===== src/rtl/cm82_serial_add_ctrl.sv =====
// Serial adder controller: feeds an external combinational 2-bit adder slice
// two operand bits per cycle and assembles the WIDTH-bit sum and carry-out.
module cm82_serial_add_ctrl #(
    parameter int WIDTH = 16
) (
    input  logic             clk,
    input  logic             rst,
    input  logic             in_valid,
    output logic             in_ready,
    input  logic [WIDTH-1:0] in_x,
    input  logic [WIDTH-1:0] in_y,
    input  logic             in_cin,
    output logic             slice_a,
    output logic             slice_b,
    output logic             slice_c,
    output logic             slice_d,
    output logic             slice_e,
    input  logic             slice_f,
    input  logic             slice_g,
    input  logic             slice_h,
    output logic             out_valid,
    input  logic             out_ready,
    output logic [WIDTH-1:0] out_sum,
    output logic             out_cout,
    output logic             busy
);

    localparam int STEPS = WIDTH / 2;
    localparam int K_W   = (STEPS > 1) ? $clog2(STEPS) : 1;
    localparam logic [K_W-1:0] K_LAST = K_W'(STEPS - 1);

    typedef enum logic [1:0] {
        IDLE = 2'd0,
        RUN  = 2'd1,
        DONE = 2'd2
    } state_t;

    state_t           state_r;
    logic [K_W-1:0]   k_r;
    logic [WIDTH-1:0] x_r;
    logic [WIDTH-1:0] y_r;
    logic             last_step_s;

    assign last_step_s = (k_r == K_LAST);

    // Control FSM, operand shifters, sum/carry capture and registered slice drive.
    // Slice outputs are loaded one step ahead so they hold bit pair k during RUN step k;
    // out_cout doubles as the carry register and out_sum as the sum register.
    always_ff @(posedge clk) begin
        if (rst) begin
            state_r   <= IDLE;
            k_r       <= {K_W{1'b0}};
            out_sum   <= {WIDTH{1'b0}};
            out_cout  <= 1'b0;
            out_valid <= 1'b0;
            busy      <= 1'b0;
            in_ready  <= 1'b1;
            slice_a   <= 1'b0;
            slice_b   <= 1'b0;
            slice_c   <= 1'b0;
            slice_d   <= 1'b0;
            slice_e   <= 1'b0;
        end else begin
            case (state_r)
                IDLE: begin
                    if (in_valid) begin
                        x_r      <= in_x >> 2'd2;
                        y_r      <= in_y >> 2'd2;
                        slice_a  <= in_cin;
                        slice_b  <= in_x[0];
                        slice_c  <= in_y[0];
                        slice_d  <= in_x[1];
                        slice_e  <= in_y[1];
                        out_cout <= in_cin;
                        out_sum  <= {WIDTH{1'b0}};
                        k_r      <= {K_W{1'b0}};
                        in_ready <= 1'b0;
                        busy     <= 1'b1;
                        state_r  <= RUN;
                    end else begin
                        state_r  <= IDLE;
                    end
                end
                RUN: begin
                    out_sum[{k_r, 1'b0}] <= slice_f;
                    out_sum[{k_r, 1'b1}] <= slice_g;
                    out_cout <= slice_h;
                    k_r      <= k_r + 1'b1;
                    if (last_step_s) begin
                        slice_a   <= 1'b0;
                        slice_b   <= 1'b0;
                        slice_c   <= 1'b0;
                        slice_d   <= 1'b0;
                        slice_e   <= 1'b0;
                        out_valid <= 1'b1;
                        state_r   <= DONE;
                    end else begin
                        slice_a <= slice_h;
                        slice_b <= x_r[0];
                        slice_c <= y_r[0];
                        slice_d <= x_r[1];
                        slice_e <= y_r[1];
                        x_r     <= x_r >> 2'd2;
                        y_r     <= y_r >> 2'd2;
                        state_r <= RUN;
                    end
                end
                DONE: begin
                    if (out_ready) begin
                        out_valid <= 1'b0;
                        busy      <= 1'b0;
                        in_ready  <= 1'b1;
                        state_r   <= IDLE;
                    end else begin
                        state_r   <= DONE;
                    end
                end
                default: begin
                    state_r   <= IDLE;
                    out_valid <= 1'b0;
                    busy      <= 1'b0;
                    in_ready  <= 1'b1;
                    slice_a   <= 1'b0;
                    slice_b   <= 1'b0;
                    slice_c   <= 1'b0;
                    slice_d   <= 1'b0;
                    slice_e   <= 1'b0;
                end
            endcase
        end
    end

endmodule


===== config.mk =====
export PLATFORM = sky130hd
export DESIGN_NAME = cm82_serial_add_ctrl
export DESIGN_NICKNAME = d
export VERILOG_FILES = /design/src/rtl/cm82_serial_add_ctrl.sv
export SDC_FILE = /design/constraint.sdc
export NUM_CORES = 1
export LEC_CHECK = 0
export CAP_MARGIN = 20
export CORE_ASPECT_RATIO = 1.1
export CORE_UTILIZATION = 40
export CTS_CLUSTER_DIAMETER = 40
export DETAILED_ROUTE_END_ITERATION = 8
export HOLD_SLACK_MARGIN = 0.02
export PLACE_DENSITY_LB_ADDON = 0.15
export SLEW_MARGIN = 20
export SYNTH_ARGS = -nofsm -noshare
export SYNTH_HDL_FRONTEND = slang
export SYNTH_SLANG_ARGS = --single-unit

===== constraint.sdc =====
create_clock -name clk -period 6.3 [get_ports clk]
set_input_delay 1.26 -clock clk [delete_from_list [all_inputs] [get_ports clk]]
set_output_delay 1.26 -clock clk [all_outputs]
set_load 0.01 [all_outputs]

==> impl_metrics.yaml, run 1 <==
hold_path:
  worstHoldPathCells: 2
  worstHoldStart: "out_valid"
  whs_endpoint: "out_valid"
  hp-class: "reg2reg"
power_and_ir_drop:
  internal_power_uw: 636
  vdd_ir_drop_max_mv: 0.158
  p_sw_share_pct: 21.5
  p_switching_uw: 174
  power_frac_comb_pct: 11.3
  pwr-share-clk_pct: 35.8
  seqPwrFrac_pct: 52.8
  p_per_area_nw_per_um2: 245
  cellLeakagePower_nw: 1.13
layout:
  insertedDiodeCount: 0
  drive_above_1_share_pct: 21.3
  final_common_cell: "clkdlybuf4s50_1"
  fillers: 530
  layout_common_cells: "64 x clkdlybuf4s50_1, 30 x dfxtp_1, 28 x edfxtp_1"
  final_nets: 301
  fin_area_sq_um: 3310
  area_delta_synth_final_pct: 35.9
critical_path:
  crit_arrival_ns: 3.02
  crit_path_top_delay_cell: "clkdlybuf4s50_1"
  reg2reg_slack_ns: 4.30
  path_class: "in2reg"
  startpoint_type: "input port"
  reg2reg_to: "out_sum[1]"
  r2r_cells: 3
  cp_num_buf_inv: 1
  crit_family: "buffers and inverters"
  cp_cell_sequence: "clkdlybuf4s50_1, nor2_2, a31o_2"
  cpPeakStageDelay_ns: 0.77
  end_kind: "flip-flop"
  critPathMaxFanout: 19
  cp_data_required_time_ns: 6.55
  r2r_start: "state_r[0]"
clocking:
  cts_tree: "built"
  cts_root_buf: "clkbuf_8"
  clk_pin_slew_ns: 0.06
  post_cts_resized: 0
  ctsHtreeMaxLevel: 3
  cts_hold_buf: 0
  cts_setup_buffers: 0
  cts_max_path_buffers: 2
  clock_sinks: 58
  clkLatencyLatePin_ns: 0.31
  cts_made_buffers: 9
floorplanning:
  die_area_sq_um: 6400
  std_cell_rows: 29
  core_area_sq_um: 5810
  pin_count: 65
  die_y_microns: 83.8
  die_width_microns: 76.4
  start_util_pct: 41.9
global_routing:
  grt_start_max_net_pins: 32
  grt_antenna_before_repair: 0
  grtUsageTotal_pct: 16.1
  grt-ovfl-total: 0
  grt_pass1_vias: 1690
  grt_pass1_wl_microns: 8070
outcome:
  status: "finished clean"
yosys:
  syn_inst: 197
  synth_seq_cells: 58
  synth.largest_area_cell: "edfxtp_1"
  yosysUniqueCellTypes: 32
  yosys_warnings: 0
  synthTopCellsByArea: "edfxtp_1 35%, dfxtp_1 25%, mux2_2 11%, a31o_2 3.6%, nor3_1 2.7%"
  syn-num-nets: 239
  synth_area_sq_um: 2430
  synth-main-ff-cell: "dfxtp_1"
  synth_top_area_share_pct: 34.5
  synth.yosys.seq_area_share_pct: 59.2
  synth.avg_cell_area_sq_um: 12.4
  postSynth.asyncResetShare_pct: 0
  synth_edf_count: 28
detailed_routing:
  wl_per_cell_microns: 13.8
  route.detailed.drc: 0
  wl_microns: 4680
  first_pass_iters: 4
  first_iter_violations: 70
  vias_per_cell: 5.16
  vias: 1755
  ant_nets: 0
timing:
  period_share_pct: 43.9
  hold_viol_final: 0
  setup_tns_ns: 0
  rsz0062_at_grt: "no"
  min_period_ns: 2.76
  max_freq_mhz: 362
  slew_viol_final: 0
  setup_viol: 0
  tightest_slew_ns: 0.717
  slew_headroom_pct: 52.0
  finClkSkew_ns: 0.00571
placed_design:
  portBuffers: 64
  place_congestion: 0.694
  placement.cell_area_sq_um: 3140
  post-dp-hpwl_microns: 3130
run:
  max_cap_viol_count: 0
[cells by family after synthesis]
| family | Yosys count | share of synthesized area [%] |
|---|---|---|
| flops | 58 | 59.2 |
| compound gates | 38 | 11.7 |
| simple gates | 59 | 14.0 |
| buf+inv | 15 | 2.57 |
| mux | 25 | 11.5 |
| fa+ha+maj | 2 | 1.03 |
[registers in the layout, indices dropped and copies added, names as in the netlist, 2 cells and up]
signal and count:
k_r 3, out_sum 16, state_r 2, x_r 14
y_r 14
[final cells by class]
type	count	area (sq um)	area share, %
Sequential cell	58	1440	43.6
Multi-Input combinational cell	124	948	28.7
Timing Repair Buffer	66	656	19.8
Clock buffer	15	166	5.03
Tap cell	77	96.3	2.91
[per-stage QoR]
step / hold slack [ns] / utilization (%) / instances / total power, mW / setup WS, ns
floorplan: 0.481 / - / 197 / 0.483 / 2.07
global placement: 0.455 / 54.1 / 325 / 0.527 / 2.93
detailed placement: 0.459 / 54.1 / 325 / 0.529 / 2.91
CTS: 0.468 / 56.9 / 340 / 0.822 / 3.24
global route: 0.478 / 57.0 / 340 / 0.850 / 3.42
finish: 0.462 / 57.0 / 340 / 0.810 / 3.54
[tightest hold or removal path: cells and delay by family, from the launching register on]
family,cells,cell delay (ns)
AOI/OAI and AO/OA,1,0.05
DFF,1,0.31
and+or+nand+nor,1,0.05
[synth_stat cells, types with 2 or more instances]
cell      instances
dfxtp_1          30
edfxtp_1         28
mux2_2           24
nor3_1           13
a31o_2           10
a21oi_1           8
clkbuf_1          8
nor2_1            8
a22oi_1           6
a31o_1            6
nand2b_1          6
nor2b_1           6
buf_2             5
nand3b_1          5
nand2_1           4
nor4_1            4
a211oi_1          3
or2_1             3
or2_2             3
buf_1             2
ha_1              2
o21bai_1          2
or3_1             2
[power by group through the flow]
stage                     logic [mW]  clock network [mW]  registers [mW]
after floorplan               0.0483                   0           0.435
after global placement        0.0917                   0           0.436
after CTS                     0.0928               0.301           0.428
after global routing           0.101               0.319           0.430
final                         0.0918               0.290           0.428
after detailed placement      0.0923                   0           0.436
[layer usage]
metal	up-vias	track usage, %	routed length (microns)	share of wire (%)
met2	66	23.6	2190	47
li1	862	-	-	-
met1	823	21.4	2140	46
met5	-	0	0	0
met3	4	4.92	306	6.5
met4	0	7.87	41	0.88
[how the worst max path moves through the flow]
stage	start	end	cells after the start
2_1_floorplan	rst	x_r[0]	3
3_3_place_gp	rst	out_sum[7]	3
3_5_place_dp	rst	out_sum[2]	3
4_1_cts	rst	out_sum[2]	3
5_1_grt	rst	out_sum[2]	3
6_report	rst	out_sum[2]	3
No activity file was read; power rests on OpenSTA's default activity.
==> inputs of run 2 (changes only) <==
==> constraint.sdc (replaced) <==
create_clock -name clk -period 2.3 [get_ports clk]
set_input_delay 0.46 -clock clk [delete_from_list [all_inputs] [get_ports clk]]
set_output_delay 0.46 -clock clk [all_outputs]
set_load 0.01 [all_outputs]
==> run 2 against run 1 <==
Against the previous run: sequential share of layout area decreased by 0.41 points; critical path depth rose by 1; utilization rose by 0.54 points; sequential power rose to 2.7 times the previous value; setup slack worse by 3.1 ns; non-clock buffer count rose by 3; clock power rose to 2.5 times the previous value; first-iteration DRC count did not move; power grew to 2.7 times the previous value.
==> impl_metrics.yaml, run 2 (synthesized netlist as in run 1, its figures left out) <==
timing:
  period_share_pct: 82.8
  rsz0062_at_grt: "no"
  tightest_slew_ns: 1.02
  layout_setup_ws_ns: 0.395
  min_period_ns: 1.90
  finClkSkew_ns: 0.00620
  setup_tns_ns: 0
  slew_viol_final: 0
  hold_viol_final: 0
  slew_headroom_pct: 31.6
  max_freq_mhz: 525
  whs_ns: 0.463
  setup_viol: 0
clocking:
  cts_setup_buffers: 0
  cts_made_buffers: 9
  post_cts_resized: 0
  clk_pin_slew_ns: 0.06
  cts_hold_buf: 0
  clock_sinks: 58
  cts_max_path_buffers: 2
  cts_root_buf: "clkbuf_8"
  clkLatencyLatePin_ns: 0.33
  ctsHtreeMaxLevel: 3
  cts_tree: "built"
detailed_routing:
  vias: 1728
  route.detailed.drc: 0
  wl_per_cell_microns: 13.5
  vias_per_cell: 5.02
  first_iter_violations: 70
  wl_microns: 4650
  ant_nets: 0
  first_pass_iters: 4
layout:
  layout_common_cells: "64 x clkdlybuf4s50_1, 30 x dfxtp_1, 28 x edfxtp_1"
  insertedDiodeCount: 0
  top_regs: "out_sum: 16 flops, x_r: 14 flops, y_r: 14 flops"
  drive_above_1_share_pct: 21.7
  fin_area_sq_um: 3340
  final_nets: 304
  fillers: 505
  multiInputGateArea_sq_um: 946
  final_util_pct: 57.5
  layout.cells.non_filler: 344
  seq_area_sq_um: 1440
  final_common_cell: "clkdlybuf4s50_1"
  largest-register: "out_sum"
  area_delta_synth_final_pct: 37.2
  largest_reg_flops: 16
placed_design:
  portBuffers: 64
  dp_slack_ns: 0.0676
  placement.cell_area_sq_um: 3190
  placedCellCount: 328
  place_congestion: 0.742
  post-dp-hpwl_microns: 3210
critical_path:
  startpoint_type: "input port"
  cp_data_required_time_ns: 2.57
  crit_arrival_ns: 2.17
  startpoint: "in_valid"
  r2r_start: "state_r[0]"
  crit_path_top_delay_cell: "nor2_1"
  critPathMaxFanout: 16
  cp_cell_sequence: "clkdlybuf4s50_1, nor3b_2, nor2_1, a31o_2"
  end_kind: "flip-flop"
  cpPeakStageDelay_ns: 0.78
  path_class: "in2reg"
power_and_ir_drop:
  vdd_ir_drop_max_mv: 0.373
  p_switching_uw: 494
  internal_power_mw: 1.68
  pwr-share-clk_pct: 33.9
  cellLeakagePower_nw: 1.15
  p_sw_share_pct: 22.7
  power_frac_comb_pct: 12.3
  seqPwrFrac_pct: 53.7
  p_per_area_nw_per_um2: 652
  power_mw: 2.18
global_routing:
  grt_pass1_wl_microns: 8080
  grt-ovfl-total: 0
  grt_antenna_before_repair: 0
  grtUsageTotal_pct: 16.1
  grt_start_max_net_pins: 30
  grt_pass1_vias: 1712
floorplanning:
  die_width_microns: 76.4
  die_area_sq_um: 6400
  pin_count: 65
  die_y_microns: 83.8
  core_area_sq_um: 5810
  std_cell_rows: 29
  start_util_pct: 41.9
hold_path:
  hp-class: "reg2reg"
  worstHoldStart: "out_valid"
outcome:
  status: "finished clean"
run:
  max_cap_viol_count: 0
==> run 2: cell count changes in the layout (fill, tap and decap cells not counted) <==
cell	previous run	this run
buf_4	2	3
clkbuf_8	11	9
nor2_1	7	8
buf_12	0	2
clkbuf_1	4	2
clkinv_1	0	3
clkinv_2	0	2
nor2_2	1	0
==> run 2: path summary, 6_finish.rpt <==
kind | slack, ns | to | depth (start not counted)
max reg2reg | 0.46 | out_sum[15] | 4
max | 0.40 | out_sum[15] | 4
min | 0.46 | out_valid | 2
min reg2reg | 0.46 | out_valid | 2
==> run 2: routing by layer <==
layer  GRT usage (%)  part of all wire [%]  vias to the layer above
li1                -                     -                      874
met1            22.0                    49                      793
met2            23.3                    44                       52
met3            4.48                   5.1                        9
met4            7.87                   1.8                        0
met5               0                     0                        -
==> run 2: power groups by stage <==
stage          Combinational [mW]  Clock, mW  Sequential, mW
2_1_floorplan               0.135          0            1.19
3_3_place_gp                0.268          0            1.19
3_5_place_dp                0.270          0            1.19
4_1_cts                     0.272      0.760            1.17
5_1_grt                     0.296      0.812            1.18
6_report                    0.269      0.738            1.17
==> run 2: area by class of cell <==
type,instances,share of cell area (%)
clock buffer,11,3.93
clock inverter,5,0.637
multi-input combinational,124,28.3
sequential,58,43.2
tap,77,2.88
timing repair buffer,69,21.1
==> run 2: worst max-delay path: cells and delay by family <==
family	cells	cell delay [ns]
AOI/OAI and AO/OA	1	0.27
buffers and inverters	1	0.47
and+or+nand+nor	2	0.97
